`config.mk`:
```
export PLATFORM = sky130hd
export DESIGN_NAME = signature_frame_rx
export DESIGN_NICKNAME = d
export VERILOG_FILES = /design/src/rtl/sig_rx_pkg.sv /design/src/rtl/sig_gap_timer.sv /design/src/rtl/signature_frame_rx.sv
export SDC_FILE = /design/constraint.sdc
export NUM_CORES = 1
export LEC_CHECK = 0
export CAP_MARGIN = 40
export CELL_PAD_IN_SITES_DETAIL_PLACEMENT = 2
export CELL_PAD_IN_SITES_GLOBAL_PLACEMENT = 2
export CORE_ASPECT_RATIO = 1.5
export CORE_MARGIN = 2
export CORE_UTILIZATION = 36
export CTS_CLUSTER_DIAMETER = 100
export DETAILED_ROUTE_END_ITERATION = 8
export PLACE_DENSITY = 0.8
export SLEW_MARGIN = 0
export SYNTH_ARGS = -nofsm -noshare
export SYNTH_HDL_FRONTEND = slang
export SYNTH_HIERARCHICAL = 1
export SYNTH_SLANG_ARGS = --single-unit
```
`constraint.sdc`:
```
create_clock -name clk -period 4.4 [get_ports clk]
set_input_delay 0.88 -clock clk [delete_from_list [all_inputs] [get_ports clk]]
set_output_delay 0.88 -clock clk [all_outputs]
set_load 0.05 [all_outputs]
```
`src/rtl/sig_rx_pkg.sv`:
```
// sig_rx_pkg: definitions shared by the signature frame receiver and the
// verifier decode stage.
//   state_t      - receiver FSM states
//   SOF_DEFAULT  - default start-of-frame marker byte
//   *_MSB        - bit offsets of each field inside the 32-bit signature word
//   sig_word_t   - the assembled signature word
package sig_rx_pkg;

  typedef enum logic [1:0] {
    IDLE    = 2'd0,
    PAYLOAD = 2'd1,
    CHECK   = 2'd2,
    EMIT    = 2'd3
  } state_t;

  localparam logic [7:0] SOF_DEFAULT = 8'hA5;

  localparam int REGION_MSB = 31;
  localparam int AUTH_MSB   = 23;
  localparam int EXPIRY_MSB = 15;
  localparam int SIGID_MSB  = 7;

  typedef logic [31:0] sig_word_t;

endpackage

```
`src/rtl/sig_gap_timer.sv`:
```
// sig_gap_timer: counts consecutive cycles without a byte transfer while a
// frame is open.
//   clk, rst     - clock, asynchronous active-high reset
//   clear        - zero the count (a transfer happened, or no frame is open)
//   enable       - frame open; count idle cycles
//   timeout_hit  - this idle cycle is the TIMEOUT_CYC-th in a row
module sig_gap_timer #(
  parameter int TIMEOUT_CYC = 16
) (
  input  logic clk,
  input  logic rst,
  input  logic clear,
  input  logic enable,
  output logic timeout_hit
);

  logic [7:0] gap_cnt_reg;

  // Fires while the count is about to reach TIMEOUT_CYC, so a transfer in
  // that same cycle (which asserts clear) suppresses the timeout.
  assign timeout_hit = enable && !clear && (gap_cnt_reg == 8'(TIMEOUT_CYC - 1));

  always_ff @(posedge clk or posedge rst) begin
    if (rst) begin
      gap_cnt_reg <= 8'd0;
    end else if (clear) begin
      gap_cnt_reg <= 8'd0;
    end else if (enable) begin
      gap_cnt_reg <= gap_cnt_reg + 8'd1;
    end
  end

endmodule

```
`src/rtl/signature_frame_rx.sv`:
```
// signature_frame_rx: byte-serial receiver for framed signature packets
// (SOF, region, auth_level, expiry, signature_id, XOR checksum).
//   clk, rst       - clock, asynchronous active-high reset
//   byte_in/valid  - incoming byte stream; byte_ready is the accept handshake
//   signature_out  - last checksum-good signature word
//   sig_valid      - one-cycle pulse when signature_out is updated
//   err_checksum   - one-cycle pulse, frame dropped on checksum mismatch
//   err_timeout    - one-cycle pulse, frame dropped on inter-byte gap
//   busy           - receiver is not idle
//   frame_ok_cnt   - saturating count of good frames
//   frame_err_cnt  - saturating count of dropped frames
module signature_frame_rx
  import sig_rx_pkg::*;
#(
  parameter logic [7:0] SOF_BYTE    = SOF_DEFAULT,
  parameter int         TIMEOUT_CYC = 16,
  parameter int         CNT_W       = 16
) (
  input  logic             clk,
  input  logic             rst,
  input  logic [7:0]       byte_in,
  input  logic             byte_valid,
  output logic             byte_ready,
  output logic [31:0]      signature_out,
  output logic             sig_valid,
  output logic             err_checksum,
  output logic             err_timeout,
  output logic             busy,
  output logic [CNT_W-1:0] frame_ok_cnt,
  output logic [CNT_W-1:0] frame_err_cnt
);

  state_t     state_reg;
  logic [1:0] idx_reg;
  logic [7:0] acc_reg;
  sig_word_t  word_reg;
  sig_word_t  sig_out_reg;
  logic       sig_valid_reg;
  logic       err_checksum_reg;
  logic       err_timeout_reg;
  logic [CNT_W-1:0] ok_cnt_reg;
  logic [CNT_W-1:0] err_cnt_reg;

  logic xfer;
  logic timer_active;
  logic timeout_hit;
  logic csum_pass;

  assign byte_ready   = (state_reg != EMIT);
  assign busy         = (state_reg != IDLE);
  assign xfer         = byte_valid && byte_ready;
  assign timer_active = (state_reg == PAYLOAD) || (state_reg == CHECK);
  assign csum_pass    = (byte_in == acc_reg);

  assign signature_out = sig_out_reg;
  assign sig_valid     = sig_valid_reg;
  assign err_checksum  = err_checksum_reg;
  assign err_timeout   = err_timeout_reg;
  assign frame_ok_cnt  = ok_cnt_reg;
  assign frame_err_cnt = err_cnt_reg;

  // Timer is held clear outside PAYLOAD/CHECK, so it starts from zero on
  // every entry into PAYLOAD.
  sig_gap_timer #(
    .TIMEOUT_CYC(TIMEOUT_CYC)
  ) u_gap_timer (
    .clk        (clk),
    .rst        (rst),
    .clear      (xfer || !timer_active),
    .enable     (timer_active),
    .timeout_hit(timeout_hit)
  );

  always_ff @(posedge clk or posedge rst) begin
    if (rst) begin
      state_reg        <= IDLE;
      idx_reg          <= 2'd0;
      acc_reg          <= 8'd0;
      word_reg         <= '0;
      sig_out_reg      <= '0;
      sig_valid_reg    <= 1'b0;
      err_checksum_reg <= 1'b0;
      err_timeout_reg  <= 1'b0;
      ok_cnt_reg       <= '0;
      err_cnt_reg      <= '0;
    end else begin
      sig_valid_reg    <= 1'b0;
      err_checksum_reg <= 1'b0;
      err_timeout_reg  <= 1'b0;

      unique case (state_reg)
        IDLE: begin
          // Anything other than the marker is line noise, dropped silently.
          if (xfer && byte_in == SOF_BYTE) begin
            state_reg <= PAYLOAD;
            idx_reg   <= 2'd0;
            acc_reg   <= 8'd0;
          end
        end

        PAYLOAD: begin
          if (xfer) begin
            // SOF_BYTE is ordinary data here; there is no resync.
            unique case (idx_reg)
              2'd0: word_reg[REGION_MSB -: 8] <= byte_in;
              2'd1: word_reg[AUTH_MSB   -: 8] <= byte_in;
              2'd2: word_reg[EXPIRY_MSB -: 8] <= byte_in;
              2'd3: word_reg[SIGID_MSB  -: 8] <= byte_in;
            endcase
            acc_reg <= acc_reg ^ byte_in;
            idx_reg <= idx_reg + 2'd1;
            if (idx_reg == 2'd3) begin
              state_reg <= CHECK;
            end
          end else if (timeout_hit) begin
            state_reg       <= IDLE;
            err_timeout_reg <= 1'b1;
            if (err_cnt_reg != '1) err_cnt_reg <= err_cnt_reg + 1'b1;
          end
        end

        CHECK: begin
          // The verdict is registered at the checksum transfer so the pulse
          // and the counter update coincide with the EMIT cycle.
          if (xfer) begin
            state_reg <= EMIT;
            if (csum_pass) begin
              sig_valid_reg <= 1'b1;
              sig_out_reg   <= word_reg;
              if (ok_cnt_reg != '1) ok_cnt_reg <= ok_cnt_reg + 1'b1;
            end else begin
              err_checksum_reg <= 1'b1;
              if (err_cnt_reg != '1) err_cnt_reg <= err_cnt_reg + 1'b1;
            end
          end else if (timeout_hit) begin
            state_reg       <= IDLE;
            err_timeout_reg <= 1'b1;
            if (err_cnt_reg != '1) err_cnt_reg <= err_cnt_reg + 1'b1;
          end
        end

        EMIT: begin
          state_reg <= IDLE;
        end
      endcase
    end
  end

endmodule

```
==> summary.md, run 1 <==
Entering global routing, the biggest net connects 65 pins. In the synthesized netlist, the cells that appear most often are 119 x sky130_fd_sc_hd__dfrtp_1, 71 x sky130_fd_sc_hd__mux2_2, 28 x sky130_fd_sc_hd__xnor2_1. For the pin with the worst max-slew slack, the measured transition is 0.878 ns.

The number of buffer cells added on primary ports was 79. The area added between synthesis and finish is 29.4%. The number of max-slew violations in the final report is 0, and the remaining antenna violation count is 0. The flow ran to the end, and the final reports show no timing, DRC or antenna violations. TritonCTS built the clock tree. The power per unit of standard cell area is 492 nW/um2.

The reg-to-reg endpoint is frame_err_cnt[1]. The critical path in this run is classified as in2reg. The number of hold-slack violations in the final timing report was 0; the required time at the endpoint of the critical path was 4.70 ns. For the number of diodes added for antenna fixing, the log shows 0. The tools report the kind of end point of the critical path as a flip-flop. From bottom edge to top edge, the die measures 154 um. The tree is rooted in a sky130_fd_sc_hd__clkbuf_16. The net count after synthesis came out at 459. At the end of the flow, the number of nets in the layout was 547. The category of the worst setup path launch point is an input pin.

In this run the horizontal extent of the chip is 104 um. The logs give 436 for the synthesized instance count and 6 for the Yosys warning count. For this run the aggregate overflow at the end of global routing stands at 0.

The post-CTS repair timing setup buffer count is 0. The synthesized netlist occupies a cell area of 5370 um2. Between clock sinks in the finished design, the worst skew comes to 0.00643 ns. Measured against its own limit, the worst slew margin works out to 41.2%.

Derived from the worst setup path, the maximum achievable clock frequency is 0.274 GHz. The initial utilization of the core area, before any placement, comes to 36.8%. For the total setup violations reported at the end of the flow, the log shows 0. The tools report the deepest clock path buffer count as 2. Summing all multi-input logic gate instances after layout gives 2260 um2. In the final routed layout, each cell accounts on average for 20.6 um. The final core utilization is 47.6%, and the power after layout is 3.42 mW.

After clock tree synthesis, the clock-pin slew on the worst setup and hold paths is 0.06 ns. After synthesis, flip-flops and latches occupy 55.4% of the total area. CTS built an H-tree with a depth of 4.

IR analysis of the VDD net gives a maximum drop of 0.292 mV. Across all layers, the routed design uses 3,783 vias. Leading area contributor after synthesis: sky130_fd_sc_hd__dfrtp_1. The leakage power total came out at 3.11 nW. Of all nets on the critical path, the largest fanout is 10. For the post-cts resize count, the log shows 0.

The tools report the overall die area as 15,900 um2. Dividing the synthesized area by the synthesized cell count gives 12.3 um2. Dividing the detail-routed via count by the number of cells gives 5.17. Detailed placement finished with a half-perimeter wire length of 10,200 um. Setup repair after global routing left no endpoint under its margin. After detailed routing, the number of remaining DRC violations is 0. The number of cells on the worst reg-to-reg path is 8. Among all cell types in the netlist, the one instantiated most often is sky130_fd_sc_hd__dfrtp_1.

In the final timing run, aggregate negative setup slack is 0 ns. The later pin in the worst-skew pair is clocked with a latency of 0.41 ns. The logs give 0 for the initial antenna violation count and 2980 um2 for the total area of sequential cells.

The tool flagged a number of max-cap violations equal to 0. The final worst-path cycle share works out to 82.9%. Routability-driven placement finished with a final weighted congestion of 0.755.

The run gives 156 as the number of design-rule violations left by the first detailed-router iteration. Yosys mapped a number of flops with a built-in enable equal to 0. The via count of the first global-routing pass is 4,383, and the proportion of layout cells with a drive suffix above 1 is 21.5%. The fraction of synthesized cell area taken by the top area cell type was 55.4%.

Global routing used 20.0% of the available tracks. Hold repair after CTS inserted 0 buffers. The TritonCTS buffer count was 17. The setup check on the worst reg-to-reg path leaves a slack of 0.87 ns. For this run, asynchronously set or reset flops after synthesis account for 100%. Fill cells in the final layout number 1,464. The wire length of the first global-routing pass came out at 24,600 um. Yosys attributes the largest share of cell area to sky130_fd_sc_hd__dfrtp_1 55%, sky130_fd_sc_hd__mux2_2 15%, sky130_fd_sc_hd__xnor2_1 4.6%. The startpoint identified for the worst hold timing path is frame_ok_cnt[15]. The number of distinct library cell variants in the gate-level netlist after synthesis came out at 44.

80 I/O pins were placed. The final critical delay including setup and external delays is 3.65 ns, and the number of detailed-route iterations in the first pass is 4. The tools report the data arrival time of the critical path as 3.94 ns.

For this run, the leading register cell type out of synthesis is sky130_fd_sc_hd__dfrtp_1. The core region is 14,600 um2. The min-delay analysis places its worst path in the category reg2reg. In this run the core area contains 54 standard-cell rows.

In this run the critical register-to-register path is launched from state_reg[0]. The cell depth of the worst min-delay path is 1. After synthesis the netlist holds a flip-flop and latch count of 119. The worst hold path terminates at frame_ok_cnt[15]. Clock tree synthesis found a total of 119 sinks. For this block, the routed nets add up to 15,100 um of wire.
## critical path, stage by stage
cell and delay [ns]:
sky130_fd_sc_hd__clkdlybuf4s50_1 0.47, sky130_fd_sc_hd__nand2b_1 0.23, sky130_fd_sc_hd__nand2_1 0.25, sky130_fd_sc_hd__or2_2 0.36, sky130_fd_sc_hd__nor3_1 0.40, sky130_fd_sc_hd__o211ai_1 0.45
sky130_fd_sc_hd__or3b_2 0.61, sky130_fd_sc_hd__mux2_2 0.29
## worst max-delay path by stage
stage / startpoint / to / slack (ns)
after global routing: byte_valid / frame_err_cnt[10] / 0.46
after CTS: byte_valid / frame_err_cnt[1] / 0.69
after detailed placement: byte_valid / frame_err_cnt[1] / 0.31
after floorplan: rst / acc_reg[0] / 0.59
after global placement: byte_valid / frame_err_cnt[1] / 0.55
final: byte_valid / frame_err_cnt[1] / 0.75
## cell type report
type	count	share of cell area, %
clock buffers	21	6.48
flip-flops and latches	119	42.8
repair buffers	87	12.4
well taps	196	3.53
inverters	11	0.630
clock inverters	10	1.51
multi-input cells	288	32.6
## through the flow
step	instances	instance area, um2	hold slack, ns	setup slack, ns
after floorplan	436	5370	0.474	0.589
after global placement	701	6390	0.481	0.547
after detailed placement	701	6390	0.491	0.305
after CTS	732	6950	0.502	0.688
after global routing	732	6950	0.517	0.457
final	732	6950	0.499	0.753
## logic make-up (layout without fill, tap and decap cells)
group	Yosys count	count (layout)	synth area share, %
AO/OA/AOI/OAI	32	32	3.82
adder cells (fa/ha/maj)	12	12	2.79
flip-flops	119	119	55.4
buffers and inverters	29	129	2.54
XOR/XNOR	36	36	5.87
multiplexers	73	73	15.3
AND/OR/NAND/NOR	135	135	14.3
## cells in the final DEF (no fill, tap or decap), types with 3 or more instances in the layout
cell type and instances:
sky130_fd_sc_hd__xnor2_1 28, sky130_fd_sc_hd__nor3b_1 8, sky130_fd_sc_hd__buf_4 7, sky130_fd_sc_hd__ha_1 12
sky130_fd_sc_hd__or4b_1 4, sky130_fd_sc_hd__or3_1 4, sky130_fd_sc_hd__dfrtp_1 119, sky130_fd_sc_hd__nor3_1 13
sky130_fd_sc_hd__nand4_1 9, sky130_fd_sc_hd__mux2_2 71, sky130_fd_sc_hd__nand2_1 27, sky130_fd_sc_hd__o21ai_0 17
sky130_fd_sc_hd__nor4b_1 3, sky130_fd_sc_hd__and3_1 8, sky130_fd_sc_hd__nand3_1 24, sky130_fd_sc_hd__clkdlybuf4s50_1 79
sky130_fd_sc_hd__nand2b_1 3, sky130_fd_sc_hd__a21o_1 8, sky130_fd_sc_hd__clkbuf_1 3, sky130_fd_sc_hd__nor2_1 12
sky130_fd_sc_hd__clkinv_2 6, sky130_fd_sc_hd__nor4_1 3, sky130_fd_sc_hd__inv_1 10, sky130_fd_sc_hd__xor2_1 8
sky130_fd_sc_hd__clkbuf_16 17, sky130_fd_sc_hd__a21oi_1 3
## power breakdown
| part | total (mW) | internal [mW] | switching (mW) |
|---|---|---|---|
| clock network | 1.32 | 0.837 | 0.486 |
| logic | 0.693 | 0.294 | 0.400 |
| registers | 1.40 | 1.28 | 0.125 |
## routing by layer
layer / vias up / GRT usage [%] / part of all wire [%]
met3: 26 / 3.69 / 2.3
li1: 1709 / - / -
met4: 0 / 7.53 / 2.2
met5: - / 0 / 0
met1: 1979 / 21.6 / 38
met2: 69 / 38.5 / 58
No activity file was read; power rests on OpenSTA's default activity.
==> run 2: changes to the inputs <==
Clock period 4.4 ns to 3.55 ns, I/O delays scaled along.
==> run 2 against run 1 <==
Net effect:
- die area unchanged
- routed wire length grew 4.6%
- power increased by 26%
- hold slack worse by 0.012 ns
- register-to-register slack lost 0.23 ns
- sequential share of layout area down 0.41 points
- sequential cell count did not move
- global-route usage up 0.94 points
- combinational power rose by 26%
- first-iteration DRC count shrank 32%
- clock-buffer cell count down 1
==> summary.md, run 2 (synthesis gave the netlist of run 1 again) <==
The proportion of power drawn by the clock network is 39.0% (+0.3 points). The pin slew with the least headroom to its limit works out to 0.605 ns (-0.273 ns). The TritonCTS buffer count was 17 (unchanged).

The average via count per standard cell came out at 5.14 (-0.63%). The power per unit of standard cell area is 615 nW/um2 (+25%). The via count of the first global-routing pass is 4,443 (+1.4%), and the number of buffer cells added on primary ports is 79 (unchanged).

The delay of the slowest critical-path stage is 0.55 ns (-0.06 ns), and the cell area reported after detailed placement is 6450 um2 (+0.84%). Floorplan die height: 154 um (unchanged). For this run, the top clock speed supported by timing is 0.344 GHz. The clock slew at the register clock pins of the worst setup and hold paths was 0.06 ns (about the same); the worst clock skew was 0.0117 ns (+0.00528 ns).

The switching power as a share of total power is 29.9% (+0.36 points). Relative to the synthesized area, the layout overhead comes to 30.6%. The number of detailed-route iterations in the first pass was 4 (unchanged); the cell internal power dissipation was 3.02 mW (+26%).

Clock latency at the later pin of the worst-skew pair: 0.41 ns (about the same). The effective utilization at floorplan is 36.8% (unchanged), and the horizontal die dimension is 104 um (unchanged). Top-level port count: 80 (unchanged).

The worst setup path is captured at a flip-flop. The final critical delay including setup and external delays is 2.91 ns, and the biggest fanout along the worst timing path is 14 (+4). The number of diodes added for antenna fixing was 0 (unchanged).

The run gives 4 (unchanged) as the number of H-tree branching levels. The final HPWL from detailed placement came out at 10,400 um (+1.8%). The tools report the routed wire length as 15,800 um (+4.6%). The minimum setup slack in the final design was 0.643 ns (-0.110 ns); the accumulated negative setup slack was 0 ns (unchanged). CTS placed an instance of sky130_fd_sc_hd__clkbuf_16 at the clock tree root. Number of filler cells placed in the layout: 1,469 (+0.34%).

The number of hold-slack violations in the final timing report is 0 (unchanged). The run finished with clean final reports. The number of design-rule violations left by the first detailed-router iteration is 106 (-32%), and the headroom to the max-slew limit is 59.6% (+18 points).

The run gives 554 (+1.3%) as the final net count. The proportion of layout cells with a drive suffix above 1 came out at 22.7% (+1.3 points). The logs give 3,785 (+0.053%) for the via count of the routed design and 40.8% (-0.2 points) for the share of total power in sequential cells. The number of design rule violations left after detail routing is 0 (unchanged), and the post-placement setup slack is 0.269 ns (-0.0367 ns). The count of standard-cell rows is 54 (unchanged), and the final routed wire length divided by cell count is 21.4 um (+3.9%). The combined global-route utilization of all metal layers is 21.0% (+0.94 points), and the total setup violations reported at the end of the flow is 0 (unchanged). For the final worst hold slack, the log shows 0.487 ns (-0.0116 ns). The overall die area was 15,900 um2 (unchanged). The post-cts resize count came out at 0 (unchanged). The critical path is of the reg2reg type.

For the placeable core region, the log shows 14,600 um2 (unchanged). The library cell used most frequently in the layout, excluding fill and tap cells, is sky130_fd_sc_hd__dfrtp_1. The post-route cell area was 7020 um2 (+0.97%); the post-CTS repair timing setup buffer count was 0 (unchanged).

The switching power summed over all nets is 1.29 mW (+28%). The cell type of the slowest stage on the worst timing path was sky130_fd_sc_hd__or4b_1. The maximum number of pins on one net before global-route repair is 69 (+6.2%). The wire length of the first global-routing pass came out at 25,700 um (+4.1%). For the number of maximum-capacitance violations, the log shows 0 (unchanged). The top cell types in the final layout, fill and taps aside, are 119 x sky130_fd_sc_hd__dfrtp_1, 79 x sky130_fd_sc_hd__clkdlybuf4s50_1, 71 x sky130_fd_sc_hd__mux2_2, 28 x sky130_fd_sc_hd__xnor2_1, 27 x sky130_fd_sc_hd__nand2_1. The run gives 0 (unchanged) as the number of max-slew violations in the final report. TritonCTS built the clock tree. The weighted congestion reported at the end of routability-driven placement is 0.815 (+8.0%), and the remaining antenna violation count is 0 (unchanged).

Walking the worst path, the cells encountered are inv_1, ha_1, nand2_1, or2_2, nor3_1, o211ai_1, buf_4, or4b_1, xnor2_1. The initial antenna violation count is 0 (unchanged). The leakage power total is 3.15 nW (+1.1%). The logs give 0.438 mV (+50%) for the highest ir drop seen on vdd and 2 (unchanged) for the deepest clock path buffer count. The min-delay analysis places its worst path in the category reg2reg.

The tools report the total global routing overflow as 0 (unchanged). Setup repair after global routing left no endpoint under its margin. The worst setup path is launched from a flip-flop. The run gives 20.3% (about the same) as the logic gate share of total power. The hold buffer count at cts is 0 (unchanged), and the final worst-path cycle share is 81.9%.

Data arrival time of the critical path: 3.19 ns (-0.75 ns). The CTS sink count was 119 (unchanged). For the required time at the endpoint of the critical path, the log shows 3.83 ns (-0.87 ns).
run 2: cell count changes in the layout (fill, tap and decap cells not counted), sizes merged:
cell	previous run	this run
buf	8	15
clkbuf	21	20
clkinv	6	4
clkinvlp	2	4
inv	11	10
run 2: final timing paths:
kind,endpoint,from,depth (start not counted),slack [ns]
min reg2reg,frame_err_cnt[10],frame_err_cnt[10],1,0.49
min in group asynchronous,u_gap_timer/gap_cnt_reg[5],rst,2,0.65
max in group asynchronous,word_reg[11],rst,3,2.03
max reg2reg,frame_err_cnt[6],state_reg[0],9,0.64
min,frame_err_cnt[10],frame_err_cnt[10],1,0.49
max,frame_err_cnt[6],state_reg[0],9,0.64
run 2: layout make-up:
class | instances | area, um2 | area share, %
clock inverter | 9 | 103 | 1.46
clock buffer | 20 | 467 | 6.65
sequential | 119 | 2980 | 42.4
tap | 196 | 245 | 3.49
timing repair buffer | 94 | 916 | 13.1
multi-input combinational | 288 | 2260 | 32.3
inverter | 11 | 45.0 | 0.642
run 2: power by group through the flow:
stage                     clock network (mW)  registers (mW)  logic (mW)
final                                   1.68            1.76       0.874
after global routing                    1.77            1.78       0.965
after CTS                               1.71            1.76       0.891
after detailed placement                   0            1.77       0.849
after global placement                     0            1.74       0.793
after floorplan                            0            1.77       0.563
run 2: worst max-delay path, delay by kind of cell, from the launching register on:
kind,cells,cell delay (ns)
AO/OA/AOI/OAI,1,0.19
buffers and inverters,2,0.34
adder cells (fa/ha/maj),1,0.50
AND/OR/NAND/NOR,4,1.21
XOR/XNOR,1,0.16
flip-flops,1,0.39
run 2: metrics by stage:
stage          utilization [%]  power (mW)  cells
2_1_floorplan                -        2.33    436
3_3_place_gp              44.2        2.54    708
3_5_place_dp              44.2        2.62    708
4_1_cts                   48.1        4.36    737
5_1_grt                   48.1        4.52    737
6_report                  48.1        4.32    737
run 2: per-layer routing:
layer | global-route usage [%] | up-vias | wire, um
li1 | - | 1715 | -
met5 | 0 | - | 0
met1 | 22.5 | 1996 | 6070
met3 | 3.77 | 14 | 351
met2 | 41.2 | 60 | 9200
met4 | 6.37 | 0 | 165
==> run 3: changes to the inputs <==
Settings changed: CORE_UTILIZATION 36 to 33, PLACE_DENSITY 0.8 to 0.77.
Clock period 3.55 ns to 2.55 ns, I/O delays scaled along.
==> run 3 against run 2 <==
Net effect:
- register-to-register slack got worse by 0.52 ns
- core utilization decreased by 1.7 points
- clock power increased by 48%
- sequential share of layout area decreased by 2.4 points
- clock skew increased by 0.0042 ns
- sequential cell count unchanged
- first-iteration DRC count increased by 53%
- power increased by 47%
- die area increased by 8.8%
==> summary.md, run 3 (synthesis gave the netlist of run 1 again) <==
The flow ran to the end, and the final reports show no timing, DRC or antenna violations. For the via count of the first global-routing pass, the log shows 4,657 (+4.8%). The tools report the number of H-tree branching levels as 4 (unchanged). The library cells used most frequently in the layout, excluding fill and tap cells, are 117 x sky130_fd_sc_hd__dfrtp_1, 78 x sky130_fd_sc_hd__clkdlybuf4s50_1, 70 x sky130_fd_sc_hd__mux2_2, 42 x sky130_fd_sc_hd__buf_4. The tools report the number of hold-slack violations in the final timing report as 0 (unchanged). The logs give 0 (unchanged) for the total global routing overflow and 1.95 ns (-1.24 ns) for the data arrival time of the critical path.

STA classifies the critical path startpoint as a flip-flop. The logs give 16,100 um (+2.2%) for the routed wire length and 1,618 (+10%) for the number of filler cells placed in the layout. The kind of end point of the critical path is an output port. The number of buffer cells added on primary ports was 79 (unchanged); the initial antenna violation count was 0 (unchanged).

The number of maximum-capacitance violations is 0 (unchanged), and the power per unit of standard cell area is 851 nW/um2 (+38%). The startpoint identified for the worst register-to-register timing path is state_reg[1]. The CTS sink count was 119 (unchanged); the cell area reported after detailed placement was 6760 um2 (+4.8%). The most common library cell in the layout ignoring fill and taps was sky130_fd_sc_hd__dfrtp_1.

The run gives 16,000 um2 (+10%) as the placeable core region. The logs give 3,940 (+4.1%) for the via count of the routed design and 17,300 um2 (+8.8%) for the overall die area. The number of design rule violations left after detail routing was 0 (unchanged). In this run the worst setup path begins at state_reg[1]. The run gives 3.32 nW (+5.6%) as the leakage power total. TritonCTS built the clock tree. The deepest clock path buffer count was 2 (unchanged).

The effective utilization at floorplan is 33.5% (-3.3 points), and the highest clock rate is 0.406 GHz. The run gives 586 (+5.8%) as the final net count. The headroom to the max-slew limit was 58.4% (-1.2 points).

The combined global-route utilization of all metal layers is 20.1% (-0.84 points), and the remaining antenna violation count is 0 (unchanged). The total area of sequential cells was 2980 um2 (about the same); the horizontal die dimension was 108 um (+4.3%). The logs give 4 (unchanged) for the number of detailed-route iterations in the first pass and 162 (+53%) for the number of design-rule violations left by the first detailed-router iteration.

The area added between synthesis and finish was 38.5%; the hold buffer count at cts was 0 (unchanged). The clock latency at the later pin of the worst-skew pair was 0.43 ns (+0.02 ns); the maximum number of pins on one net before global-route repair was 83 (+20%). The proportion of layout cells with a drive suffix above 1 came out at 29.5% (+6.8 points). The worst clock skew is 0.0159 ns (+0.00420 ns), and the clock slew at the register clock pins of the worst setup and hold paths is 0.06 ns (about the same). Final worst hold slack: 0.349 ns (-0.138 ns). The root cell of the clock tree is sky130_fd_sc_hd__clkbuf_16. For the count of standard-cell rows, the log shows 57 (+5.6%). The weighted congestion reported at the end of routability-driven placement was 0.761 (-6.7%); the final routed wire length divided by cell count was 20.6 um (-3.6%). The run gives 26,300 um (+2.6%) as the wire length of the first global-routing pass. The worst path uses 96.6% of the clock period. The post-route cell area is 7440 um2 (+6.0%). The highest ir drop seen on vdd was 0.490 mV (+12%); the top-level port count was 80 (unchanged). The number of max-slew violations in the final report is 0 (unchanged). Pin slew with the least headroom to its limit: 0.619 ns (+0.0142 ns). The average via count per standard cell is 5.04 (-1.9%), and the power after layout is 6.33 mW (+47%).

The worst hold path belongs to the class in2async. The required time at the endpoint of the critical path was 2.04 ns (-1.79 ns); the floorplan die height was 160 um (+4.3%). Final HPWL from detailed placement: 10,800 um (+4.0%). The number of diodes added for antenna fixing was 0 (unchanged); the final critical delay including setup and external delays was 2.46 ns. Setup repair after global routing left no endpoint under its margin. The multi-input combinational cell area was 2350 um2 (+3.6%); the total setup violations reported at the end of the flow was 0 (unchanged). The TritonCTS buffer count came out at 17 (unchanged).

Biggest fanout along the worst timing path: 4 (-10). The path type of the worst setup path was reg2out.
## run 3: changes by cell type in the layout (fill, tap and decap cells not counted), moves of 2 or more
| cell | before | now |
|---|---|---|
| sky130_fd_sc_hd__inv_6 | 0 | 2 |
| sky130_fd_sc_hd__nor3_2 | 0 | 3 |
| sky130_fd_sc_hd__clkinv_2 | 4 | 1 |
| sky130_fd_sc_hd__inv_1 | 10 | 8 |
| sky130_fd_sc_hd__clkinv_4 | 0 | 3 |
| sky130_fd_sc_hd__buf_12 | 1 | 5 |
| sky130_fd_sc_hd__clkinvlp_4 | 4 | 6 |
| sky130_fd_sc_hd__buf_4 | 14 | 42 |
| sky130_fd_sc_hd__clkbuf_8 | 3 | 0 |
| sky130_fd_sc_hd__dfrtp_1 | 119 | 117 |
| sky130_fd_sc_hd__inv_2 | 0 | 2 |
| sky130_fd_sc_hd__dfrtp_2 | 0 | 2 |
| sky130_fd_sc_hd__nor3_1 | 13 | 9 |
## run 3: final cells by class
type	instances	area share, %
Inverter	11	0.605
Clock inverter	14	2.37
Multi-Input combinational cell	288	31.5
Clock buffer	18	5.77
Tap cell	206	3.46
Timing Repair Buffer	126	16.2
Sequential cell	119	40.1
## run 3: report_power, final
group	leakage, nW	internal [mW]	switching (mW)	total (mW)
sequential	1.60	2.20	0.238	2.44
combinational	1.45	0.659	0.743	1.40
clock	0.279	1.54	0.941	2.48
## run 3: stage by stage
stage,utilization [%],setup TNS (ns),worst slack [ns],cells
after floorplan,-,0,0.00440,436
after global placement,42.1,-6.15,-0.282,746
after detailed placement,42.1,-9.75,-0.388,746
after CTS,46.1,-0.000891,-0.000891,781
after global routing,46.4,0,0.000785,782
final,46.4,0,0.0859,782
## run 3: worst paths after layout
kind | to | slack, ns | depth (start not counted)
max | busy | 0.09 | 4
min | signature_out[17] | 0.35 | 2
max reg2reg | frame_err_cnt[10] | 0.12 | 10
min reg2reg | frame_ok_cnt[9] | 0.50 | 1
max in group asynchronous | state_reg[1] | 1.49 | 3
min in group clk | frame_ok_cnt[9] | 0.50 | 1
## run 3: layer usage
metal,wire (um),GRT usage (%)
met1,6010,21.2
met2,9530,39.3
met3,372,4.29
met4,220,5.24
met5,0,0
## run 3: what timing repair did
item,4_1_cts,5_1_grt
endpoints found under the setup margin,15,15
endpoints found under the hold margin,0,0
cloned,0,0
pin swaps,2,2
resized for setup,5,8
setup buffers,3,1
## run 3: critical path, stage by stage (launching register included)
cell and delay [ns]:
sky130_fd_sc_hd__dfrtp_2 0.40, sky130_fd_sc_hd__inv_2 0.07, sky130_fd_sc_hd__ha_4 0.17, sky130_fd_sc_hd__inv_1 0.07, sky130_fd_sc_hd__clkdlybuf4s50_1 0.80
